### config.mk
export PLATFORM = sky130hd
export DESIGN_NAME = tt_um_slarrk_core
export DESIGN_NICKNAME = d
export VERILOG_FILES = /design/src/rtl/slarrk_pkg.sv /design/src/rtl/slarrk_alu.sv /design/src/rtl/tt_um_slarrk_core.sv
export SDC_FILE = /design/constraint.sdc
export NUM_CORES = 1
export LEC_CHECK = 0
export ABC_AREA = 1
export CAP_MARGIN = 20
export CORE_ASPECT_RATIO = 1.5
export CORE_MARGIN = 2
export CORE_UTILIZATION = 53
export DETAILED_ROUTE_END_ITERATION = 10
export PLACE_DENSITY = 0.78
export SLEW_MARGIN = 20
export SYNTH_ARGS = -nofsm -noshare
export SYNTH_HDL_FRONTEND = slang
export SYNTH_HIERARCHICAL = 1
export SYNTH_SLANG_ARGS = --single-unit
### constraint.sdc
create_clock -name clk -period 2.76 [get_ports clk]
set_input_delay 0.552 -clock clk [delete_from_list [all_inputs] [get_ports clk]]
set_output_delay 0.552 -clock clk [all_outputs]
set_load 0.01 [all_outputs]
### src/rtl/slarrk_pkg.sv
// Shared definitions for the slarrk accumulator ALU: opcode encoding and flag bit positions.
package slarrk_pkg;

    localparam int DATA_W = 8;

    typedef enum logic [3:0] {
        OP_NOP = 4'h0,
        OP_LD  = 4'h1,
        OP_ADD = 4'h2,
        OP_SUB = 4'h3,
        OP_AND = 4'h4,
        OP_OR  = 4'h5,
        OP_XOR = 4'h6,
        OP_SHL = 4'h7,
        OP_SHR = 4'h8,
        OP_ROL = 4'h9,
        OP_ROR = 4'hA,
        OP_ST  = 4'hB,
        OP_MOV = 4'hC,
        OP_ADR = 4'hD,
        OP_INC = 4'hE,
        OP_CLR = 4'hF
    } op_e;

    localparam int FZ = 0;
    localparam int FC = 1;
    localparam int FN = 2;
    localparam int FV = 3;

    // Z set, everything else clear: the flags of an all-zero accumulator
    localparam logic [3:0] FLAGS_RST = 4'b0001;

endpackage

### src/rtl/slarrk_alu.sv
// Combinational ALU: computes the next accumulator value and flag vector for one opcode.
module slarrk_alu (
    input  logic [3:0] op,
    input  logic [7:0] acc,
    input  logic [7:0] operand,
    input  logic       carry_in,
    output logic [7:0] result,
    output logic [3:0] flags,
    output logic       acc_we,
    output logic       flag_we
);
    import slarrk_pkg::*;

    op_e        op_dec;
    logic [8:0] add_sum;
    logic [8:0] sub_diff;
    logic [8:0] inc_sum;
    logic       c_new;
    logic       v_new;

    assign op_dec   = op_e'(op);
    assign add_sum  = {1'b0, acc} + {1'b0, operand};
    assign sub_diff = {1'b0, acc} - {1'b0, operand};
    assign inc_sum  = {1'b0, acc} + 9'd1;

    always_comb begin
        result  = acc;
        acc_we  = 1'b1;
        flag_we = 1'b1;
        c_new   = 1'b0;
        v_new   = 1'b0;
        case (op_dec)
            OP_NOP: begin
                acc_we  = 1'b0;
                flag_we = 1'b0;
            end
            OP_LD, OP_MOV: result = operand;
            OP_ADD, OP_ADR: begin
                result = add_sum[7:0];
                c_new  = add_sum[8];
                v_new  = (acc[7] == operand[7]) && (add_sum[7] != acc[7]);
            end
            // sub_diff[8] is the borrow, i.e. acc < operand unsigned
            OP_SUB: begin
                result = sub_diff[7:0];
                c_new  = sub_diff[8];
                v_new  = (acc[7] != operand[7]) && (sub_diff[7] != acc[7]);
            end
            OP_AND: result = acc & operand;
            OP_OR:  result = acc | operand;
            OP_XOR: result = acc ^ operand;
            OP_SHL: begin
                result = {acc[6:0], 1'b0};
                c_new  = acc[7];
            end
            OP_SHR: begin
                result = {1'b0, acc[7:1]};
                c_new  = acc[0];
            end
            OP_ROL: begin
                result = {acc[6:0], carry_in};
                c_new  = acc[7];
            end
            OP_ROR: begin
                result = {carry_in, acc[7:1]};
                c_new  = acc[0];
            end
            OP_ST: begin
                acc_we  = 1'b0;
                flag_we = 1'b0;
            end
            OP_INC: begin
                result = inc_sum[7:0];
                c_new  = inc_sum[8];
                v_new  = ~acc[7] & inc_sum[7];
            end
            OP_CLR: result = 8'h00;
            default: begin
                acc_we  = 1'b0;
                flag_we = 1'b0;
            end
        endcase

        flags     = 4'b0000;
        flags[FZ] = (result == 8'h00);
        flags[FC] = c_new;
        flags[FN] = result[7];
        flags[FV] = v_new;
    end

endmodule

### src/rtl/tt_um_slarrk_core.sv
// Tiny Tapeout user macro: 8-bit accumulator ALU with a 4-entry scratch register file,
// executed on the rising edge of a host strobe.
module tt_um_slarrk_core (
    input  logic       clk,
    input  logic       rst,
    input  logic       ena,
    input  logic [7:0] ui_in,
    input  logic [7:0] uio_in,
    output logic [7:0] uo_out,
    output logic [7:0] uio_out,
    output logic [7:0] uio_oe
);
    import slarrk_pkg::*;

    logic [7:0] acc;
    logic [7:0] regs [0:3];
    logic [3:0] flags;
    logic [3:0] opcnt;
    logic       strobe_q;

    logic       fire;
    logic [3:0] op;
    logic [1:0] rsel;
    logic [7:0] operand;
    logic [7:0] alu_result;
    logic [3:0] alu_flags;
    logic       acc_we;
    logic       flag_we;

    assign op   = ui_in[3:0];
    assign rsel = ui_in[5:4];
    assign fire = ena & ui_in[6] & ~strobe_q;

    // Register-sourced ops take their operand from the file instead of the bidir pins
    assign operand = (op == OP_MOV || op == OP_ADR) ? regs[rsel] : uio_in;

    slarrk_alu u_alu (
        .op       (op),
        .acc      (acc),
        .operand  (operand),
        .carry_in (flags[FC]),
        .result   (alu_result),
        .flags    (alu_flags),
        .acc_we   (acc_we),
        .flag_we  (flag_we)
    );

    always_ff @(posedge clk) begin
        if (rst) begin
            acc      <= 8'h00;
            flags    <= FLAGS_RST;
            opcnt    <= 4'd0;
            strobe_q <= 1'b0;
            for (int i = 0; i < 4; i++) begin
                regs[i] <= 8'h00;
            end
        end else if (ena) begin
            strobe_q <= ui_in[6];
            if (fire) begin
                opcnt <= opcnt + 4'd1;
                if (acc_we) begin
                    acc <= alu_result;
                end
                if (flag_we) begin
                    flags <= alu_flags;
                end
                if (op == OP_ST) begin
                    regs[rsel] <= acc;
                end
            end
        end
    end

    assign uo_out  = ui_in[7] ? {opcnt, flags} : acc;
    assign uio_out = 8'h00;
    assign uio_oe  = 8'h00;

endmodule

== Word level (Yosys, flattened, before mapping) ==
Memories as Yosys holds them, arrays and structs flattened.
Cells that the tools add are included.

* Register bits: 17
* Memories kept: 1
* Input bits: 19
* Output and inout bits: 24
* Bits in writable memories: 32
* Bits in latches: 0
* Bits in read-only memories: 0

{| class="wikitable"
|+ Memory list
! memory !! words !! bits a word !! read ports !! clocked after memory_dff !! wr ports !! RTL line !! source
|-
| regs || 4 || 8 || 1 || 0 || 4 || tt_um_slarrk_core.sv:16 || <nowiki>logic [7:0] regs [0:3];</nowiki>
|}

* $mul: 0
* Reductions and logical operators: 13
* Mux-type cells: 15
* Add/subtract/negate cells: 4
* Bitwise operators: 9
* Equal/unequal tests: 19
* Order comparisons: 0
* Shift operators: 0
* Divide/modulo/power cells: 0

{| class="wikitable"
|+ Operators by type and width
! cell !! count
|-
| $pmux 8 s12 || 1
|-
| $eq 4x4->1 const B || 8
|-
| $mux 8 || 3
|-
| $eq 4x3->1 const B || 4
|-
| $reduce_or 2->1 || 5
|-
| $add 8x1->9 const B || 1
|-
| $add 8x8->9 || 1
|-
| $sub 8x8->9 || 1
|-
| $and 8x8->8 || 1
|-
| $eq 4x2->1 const B || 2
|-
| $logic_not 8->1 || 1
|-
| $mux 1 || 8
|-
| $or 8x8->8 || 1
|-
| $reduce_or 8->1 || 1
|-
| $xor 8x8->8 || 1
|-
| $pmux 1 s5 || 1
|-
| $add 4x1->4 const B || 1
|-
| $eq 4x1->1 const B || 1
|-
| $logic_not 4->1 || 1
|-
| $and 1x1->1 || 3
|-
| $ne 1x1->1 || 3
|-
| $not 1->1 || 3
|-
| $pmux 1 s3 || 1
|-
| $reduce_and 3->1 || 1
|-
| other kinds (5) || 6
|}

== Longest topological paths before layout ==
Gate-level depths: netlist (run 1).

* Depth after elaboration: 8
* Mapped depth: 24
* Mapped depth without buffers: 22

== Modules after synthesis ==
The synthesis (run 1) kept the hierarchy.

{| class="wikitable"
|+ Modules (own cells, without submodules)
! module !! cells each !! area an instance (µm²) !! seq. area each (µm²) !! instances
|-
| tt_um_slarrk_core || 301 || 2562.5 || 1301.2 || 1
|-
| slarrk_alu || 367 || 1838.0 || 0.0 || 1
|}

== Least setup slack after synthesis (run 1) ==
OpenSTA, ideal clock, no wires.

* Kind: input port to flip-flop
* Start point: input port ui_in[4]
* End point: register flags[0]
* Arrival time: 2813 ps
* Library setup time: 62 ps
* Cell stages on the path: 21
* Path slack: -115 ps
* Buffers on the path: 2
* Data required time: 2698 ps
* Cells stage by stage: buf_2 -> buf_2 -> nor2_1 -> nor2_1 -> o21ai_0 -> nand2_1 -> nand2_1 -> nand2_1 -> ha_1 -> inv_1 -> fa_1 -> or2_2 -> nand3_1 -> o21ai_0 -> nor2_1 -> nand3_1 -> nor2_1 -> nand3_1 -> nor2_1 -> nand2_1 -> nand3_1

* Word-level cells in the longest chain between the ends: 5
* Elaborated cells between the ends (all ways): 9
* Classes of those cells: add/sub: 2; mux: 2; bitwise: 3; reduce/logical: 1; memory: 1

{| class="wikitable"
|+ RTL lines
! item !! RTL line !! source
|-
| start: declaration || tt_um_slarrk_core.sv:7 || <nowiki>input logic [7:0] ui_in,</nowiki>
|-
| $mem_v2 4x8 (*) || - ||
|-
| $mux 8 (*) || tt_um_slarrk_core.sv:35 || <nowiki>assign operand = (op == OP_MOV || op == OP_ADR) ? regs[rsel] : uio_in;</nowiki>
|-
| via operand[0] || tt_um_slarrk_core.sv:24 || <nowiki>logic [7:0] operand;</nowiki>
|-
| $sub 8x8->9 or $add 8x8->9 (tied branches) || slarrk_alu.sv:23, slarrk_alu.sv:22 ||
|-
| $pmux 8 s12 (*) || slarrk_alu.sv:32 || <nowiki>case (op_dec)</nowiki>
|-
| via alu_result[2] || tt_um_slarrk_core.sv:25 || <nowiki>logic [7:0] alu_result;</nowiki>
|-
| $logic_not 8->1 (*) || slarrk_alu.sv:85 || <nowiki>flags[FZ] = (result == 8'h00);</nowiki>
|-
| via alu_flags[0] || tt_um_slarrk_core.sv:26 || <nowiki>logic [3:0] alu_flags;</nowiki>
|-
| end signal: assignment || tt_um_slarrk_core.sv:65 || <nowiki>flags <= alu_flags;</nowiki>
|-
| end: declaration || tt_um_slarrk_core.sv:17 || <nowiki>logic [3:0] flags;</nowiki>
|}

The timed path passes the listed nets; every way through them passes the cells marked *.
A chain may end at the register's enable or synchronous reset.

== Worst setup path after layout (run 1) ==
* Start point: memory regs[2][0]
* End point: register acc[2]

* Word-level cells in the longest chain between the ends: 4
* Elaborated cells between the ends (all ways): 5
* Classes of those cells: add/sub: 2; mux: 2; memory: 1

{| class="wikitable"
|+ RTL lines
! item !! RTL line !! source
|-
| start: declaration || tt_um_slarrk_core.sv:16 ||
|-
| $mem_v2 4x8 (*) || - ||
|-
| $mux 8 (*) || tt_um_slarrk_core.sv:35 ||
|-
| via operand[0] || tt_um_slarrk_core.sv:24 ||
|-
| $sub 8x8->9 or $add 8x8->9 (tied branches) || slarrk_alu.sv:23, slarrk_alu.sv:22 ||
|-
| $pmux 8 s12 (*) || slarrk_alu.sv:32 ||
|-
| via alu_result[2] || tt_um_slarrk_core.sv:25 ||
|-
| end signal: assignment || tt_um_slarrk_core.sv:62 || <nowiki>acc <= alu_result;</nowiki>
|-
| end: declaration || tt_um_slarrk_core.sv:15 || <nowiki>logic [7:0] acc;</nowiki>
|}

Marks and branches as above.

==> out/metrics.cfg, run 1 <==
[global_route]
grt_pass1_wl_microns = 24900
first_global_vias = 4997
grt_overflow = 0
antenna_found_initial = 0
grt_start_max_net_pins = 17
grt_use_total_pct = 36.2

[placed_design]
port_buffers = 26
post-dp-hpwl_microns = 11900
place_area_sq_mm = 0.00528
place_congestion = 1.10
pre_cts_slack_ns = -0.850

[setup_path]
crit_arrival_ns = 2.92
r2r_cells = 18
critPathKind = reg -> reg
rrSetupSlack_ns = 0.02
crit_path_end = acc[2]
cp-startpoint = regs[2][0]
r2r_start = regs[2][0]
crit_required_ns = 2.95
startpoint_type = flip-flop
endpoint_kind = flip-flop
r2r-end = acc[2]
worstPathMaxFanout = 3

[cts]
root_buffer = clkbuf_16
numCtsBuffers = 5
h-tree-depth = 2
clk_path_buf_depth = 2
clk_pin_slew_worst_paths_ns = 0.06
clock_sinks = 49
clk_latency_ns = 0.29
cts_tree = built

[drt]
detail-route-antenna-nets = 0
wl_microns = 16200
drt_pass1_iterations = 5
routed_via_density = 5.65
num_vias = 5025
drt-initial-drc-count = 400
wire_per_inst_microns = 18.2
drc = 0

[timing]
fin_crit_sh_pct = 99.2
hold_violations = 0
max_freq_mhz = 365
layout_min_cycle_time_ns = 2.74
clock-skew-final_ns = 0.00433
maxSlewViolCount = 0
tns_ns = 0
finalWorstSetupSlack_ns = 0.0233
setup_viol = 0

[pwr]
p_per_area_mw_per_mm2 = 357
vdd_drop_max_uv = 518
power_mw = 2.14
p_leak_nw = 2.74

[hold_path]
worstHoldPathType = reg -> reg

[logic_synthesis]
avgSynthCellArea_sq_um = 6.59
synth.distinct_cells = 36
postSynthCellCount = 668
synth.area.top_cells = edfxtp_1 (22%), nand2_1 (16%), nor2_1 (8.4%), ha_1 (8.0%), dfxtp_1 (7.7%)
seq_area_frac_synth_pct = 29.6
ys_warn_count = 6
synthesis.area_sq_mm = 0.00440
ys_ff_latch = 49
yosys.area.top_type = edfxtp_1
synth_top_area_share_pct = 21.8

[layout]
design_area_sq_mm = 0.00601
drive_above_1_share_pct = 31.1
nets = 832
fill_cells = 634
antenna_cells = 0
final_common_cell = nand2_1
synthToLayoutAreaGrowth_pct = 36.5
final_cell_mix = nand2_1 (163), buf_4 (94), nor2_1 (74)
final_util_pct = 74.6

[die]
dieWidth_microns = 78.4
die-area_sq_mm = 0.00906
core_sq_mm = 0.00806
row_count = 40
die_y_microns = 116
io_pins = 43
start_util_pct = 54.6

[run]
cap_viol_max_count = 0

[run_status]
status = finished clean

per-stage QoR:
stage	hold WS, ns	cells
2_1_floorplan	0.440	683
3_3_place_gp	0.466	867
3_5_place_dp	0.470	867
4_1_cts	0.485	887
5_1_grt	0.492	889
6_report	0.487	889
kinds of logic after synthesis:
logic type	after synthesis	synth area share, %
fa+ha+maj	30	8.87
other cells	1	0.0852
compound gates	79	9.41
simple gates	394	39.6
xor+xnor	1	0.199
flops	49	29.6
buf+inv	114	12.3
worst min-delay path by stage:
stage,startpoint,to,slack (ns),cells past startpoint
CTS,flags[2],flags[2],0.49,2
finish,flags[2],flags[2],0.49,2
floorplan,flags[3],flags[3],0.44,2
global placement,opcnt[2],opcnt[2],0.47,2
global route,flags[2],flags[2],0.49,2
detailed placement,flags[2],flags[2],0.47,2
flip-flops by register name, summed over array words and instances, names as in the netlist:
register  count
strobe_q      1
flags         4
acc           8
opcnt         4
regs         32
timing repair:
action / CTS / global route
buffers inserted: 14 / 4
resized for setup: 89 / 90
hold buffers: 0 / 0
pin swaps: 46 / 42
setup endpoints to repair: 11 / 11
power by group:
part / switching, mW / internal [mW]
logic: 0.416 / 0.305
clock network: 0.264 / 0.332
registers: 0.0213 / 0.805
total: 0.701 / 1.44
cell usage after synthesis:
master	n
a21oi_1	26
dfxtp_1	17
nor3_2	10
buf_4	23
nand4_4	1
or2_2	2
fa_1	2
nand3_2	1
nand3b_1	1
o211ai_1	3
clkbuf_2	1
inv_1	73
a31oi_1	1
nand2_2	5
nand3_1	58
ha_1	28
nor2_1	98
nand2_4	1
nor3_1	16
clkinv_1	1
conb_1	1
inv_2	3
o21ai_1	4
o21ai_0	41
nand2_1	188
o21bai_1	1
clkbuf_1	4
nor2_8	1
buf_2	7
buf_6	2
xor2_1	1
edfxtp_1	32
o21a_1	2
a21o_1	1
nor2_4	2
nand4_1	10
critical path, stage by stage, from the launching register on:
cell	delay [ns]
edfxtp_1	0.39
nor2_1	0.08
nor2_2	0.09
o21ai_1	0.08
nand2_1	0.09
nand2_2	0.08
nand2_4	0.09
ha_4	0.14
inv_2	0.04
fa_2	0.38
or2_4	0.27
nand3_2	0.08
o21ai_2	0.06
nor2_2	0.24
nand3_2	0.12
buf_4	0.14
buf_4	0.12
nand3_1	0.07
a21oi_1	0.07
final cells by class:
class | count | area (sq um) | area share, %
Clock buffer | 6 | 129 | 2.14
Clock inverter | 2 | 10.0 | 0.167
Inverter | 77 | 309 | 5.14
Multi-Input combinational cell | 520 | 3050 | 50.7
Sequential cell | 49 | 1300 | 21.7
Tap cell | 105 | 131 | 2.19
Timing Repair Buffer | 130 | 1080 | 18.0
layer usage:
| layer | wire [microns] | GRT usage (%) |
|---|---|---|
| met3 | 970 | 5.61 |
| met4 | 1410 | 29.7 |
| met2 | 8560 | 67.1 |
| met5 | 0 | 0 |
| met1 | 5280 | 35.0 |
No activity file was read; power rests on OpenSTA's default activity.
==> run 2, diff against run 1 <==
Settings changed: CELL_PAD_IN_SITES_DETAIL_PLACEMENT set to 0, CELL_PAD_IN_SITES_GLOBAL_PLACEMENT set to 2, CORE_UTILIZATION 53 to 29, PLACE_DENSITY 0.78 to not set, PLACE_DENSITY_LB_ADDON set to 0.1.
==> run 2 against run 1 <==
  * Sequential share of layout area shrank 0.52 points
  * Sequential power hardly changed
  * Die area up 79%
  * Cell count is 11% higher
  * Combinational power shrank 2%
  * Setup slack better by 0.027 ns
  * Global-route usage fell by 16 points
  * Critical endpoint is now flags[0]
  * Critical path depth up 4
  * Routed wire length is 3.4% higher
  * Total power up 1.4%
  * Maximum frequency rose by 1.0%
==> out/metrics.cfg, run 2 (synthesis gave the netlist of run 1 again) <==
[run_status]
status = finished clean

[cts]
clk_path_buf_depth = 2  ; unchanged
cts_hold_buffers = 0  ; unchanged
h-tree-depth = 2  ; unchanged
numCtsBuffers = 5  ; unchanged
root_buffer = clkbuf_16
clk_latency_ns = 0.30  ; about the same
clk_pin_slew_worst_paths_ns = 0.07  ; about the same
cts_tree = built
clock_sinks = 49  ; unchanged

[timing]
rsz0062_at_grt = yes
clock-skew-final_ns = 0.0100  ; +0.00568 ns
fin_crit_sh_pct = 98.2  ; -0.99 points
setup_viol = 0  ; unchanged
maxSlewViolCount = 0  ; unchanged
hold_violations = 0  ; unchanged
finalWorstSetupSlack_ns = 0.0507  ; +0.0274 ns
layout_min_cycle_time_ns = 2.71  ; -0.0274 ns
max_freq_mhz = 369  ; +1.0%

[layout]
regArea_sq_mm = 0.00130  ; unchanged
largest_reg_flops = 32  ; unchanged
nets = 839  ; +0.84%
fill_cells = 1679  ; +160%
final_util_pct = 41.0  ; -34 points
reg_top3 = regs x32, acc x8
final_cell_mix = nand2_1 (171), buf_4 (101), nor2_1 (85)
regMostFlops = regs
drive_above_1_share_pct = 28.7  ; -2.4 points
multi_input_area_sq_mm = 0.00296  ; -2.8%
antenna_cells = 0  ; unchanged
synthToLayoutAreaGrowth_pct = 39.9
final_common_cell = nand2_1

[drt]
routed_via_density = 4.67  ; -17%
wl_microns = 16800  ; +3.4%
wire_per_inst_microns = 16.9  ; -7.2%
num_vias = 4626  ; -7.9%
drt-initial-drc-count = 137  ; -66%
drc = 0  ; unchanged
drt_pass1_iterations = 4  ; -1
detail-route-antenna-nets = 0  ; unchanged

[setup_path]
cpPeakStageDelay_ns = 0.40  ; about the same
crit_required_ns = 2.99  ; +0.04 ns
cp.buffers_inverters = 5  ; +2
startpoint_type = input port
crit_arrival_ns = 2.93  ; about the same
endpoint_kind = flip-flop
crit_path_top_delay_cell = fa_2
critPathKind = in -> reg
crit_path_cell_trace = clkdlybuf4s15_2, nor2_2, nand2_2, inv_2, buf_12, nand2_1, nand2_2, clkinv_4, fa_2, inv_2, nand2_4, nand3_4, nand3_2, nand2_1, nor2_2, nor2_1, nand3_1, nor2_2, nand3_2, nor2_1, nand2_1, nand3_1
worstPathMaxFanout = 7  ; +4
critical-path-top-delay-family = simple AND/OR/NAND/NOR gates

[global_route]
first_global_vias = 4691  ; -6.1%
antenna_found_initial = 0  ; unchanged
grt_use_total_pct = 20.6  ; -16 points
grt_pass1_wl_microns = 25400  ; +2.2%
grt_start_max_net_pins = 20  ; +3
grt_overflow = 0  ; unchanged

[placed_design]
post-dp-hpwl_microns = 13400  ; +13%
port_buffers = 26  ; unchanged
place_congestion = 0.879  ; -20%
pre_cts_slack_ns = -1.01  ; -0.164 ns

[die]
die-area_sq_mm = 0.0162  ; +79%
row_count = 55  ; +38%
io_pins = 43  ; unchanged
dieWidth_microns = 105  ; +33%
core_sq_mm = 0.0150  ; +86%
die_y_microns = 155  ; +34%
start_util_pct = 29.3  ; -25 points

[pwr]
p_leak_nw = 2.77  ; +1.1%
p_per_area_mw_per_mm2 = 353  ; -1.1%
vdd_drop_max_uv = 406  ; -22%

[run]
cap_viol_max_count = 0  ; unchanged

[hold_path]
worstHoldPathType = reg -> reg

## run 2: cell types whose count changed in the layout (fill, tap and decap cells not counted), moves of 5 or more
cell     previous run  this run
buf_12              0         5
buf_6              12         3
nand2_2            25        19
nand2_1           163       171
buf_4              94       101
nor2_2             18        11
nor2_1             74        85
## run 2: final cells by class
cell class,count,area share (%)
multi-input combinational,520,48.1
sequential,49,21.1
timing repair buffer,136,18.9
inverter,77,5.12
tap,199,4.04
clock buffer,5,2.03
clock inverter,3,0.467
timing repair inverter,1,0.142
## run 2: worst reg2reg max path: stages, from the launching register on
cell	delay, ns
edfxtp_1	0.38
nor2_4	0.04
nor2_2	0.07
o21ai_1	0.07
nand2_1	0.11
nand2_4	0.07
nand2_4	0.09
ha_4	0.14
inv_2	0.04
fa_2	0.36
inv_2	0.10
nand2_4	0.07
nand3_4	0.07
nand3_2	0.06
nand2_1	0.07
nor2_2	0.05
nor2_1	0.13
nand3_1	0.14
nor2_2	0.14
nand3_2	0.06
nor2_1	0.10
nand2_1	0.07
nand3_1	0.06
## run 2: layer usage
metal | vias up | share of wire, % | track usage (%)
met3 | 35 | 2.1 | 1.34
met4 | 0 | 3.9 | 10.7
met5 | - | 0 | 0
li1 | 2366 | - | -
met1 | 2139 | 36 | 20.7
met2 | 86 | 58 | 41.7
## run 2: final timing paths
path / startpoint / endpoint / slack (ns) / depth (start not counted)
max: ui_in[1] / flags[0] / 0.05 / 22
min: opcnt[2] / opcnt[2] / 0.48 / 2
max reg2reg: regs[2][0] / flags[0] / 0.22 / 22
min reg2reg: opcnt[2] / opcnt[2] / 0.48 / 2
## run 2: timing repair
action	CTS	global route
resized for setup	72	61
endpoints found under the setup margin	11	10
pin swaps	26	39
buffers inserted	10	6
gates cloned	2	1
## run 2: per-stage QoR
stage / total power [mW] / cell area (sq um) / std cells / hold WS, ns / setup TNS [ns]
finish: 2.17 / 6160 / 990 / 0.482 / 0
global route: 2.28 / 6160 / 990 / 0.526 / -0.358
CTS: 2.14 / 5930 / 984 / 0.489 / 0
detailed placement: 1.44 / 5490 / 966 / 0.478 / -8.91
global placement: 1.44 / 5490 / 966 / 0.471 / -8.80
floorplan: 1.16 / 4480 / 683 / 0.440 / 0
## run 2: where the power goes
| part | leakage (nW) | switching, mW | internal [mW] |
|---|---|---|---|
| logic | 2.23 | 0.399 | 0.304 |
| registers | 0.469 | 0.0196 | 0.804 |
| clock network | 0.0763 | 0.298 | 0.348 |
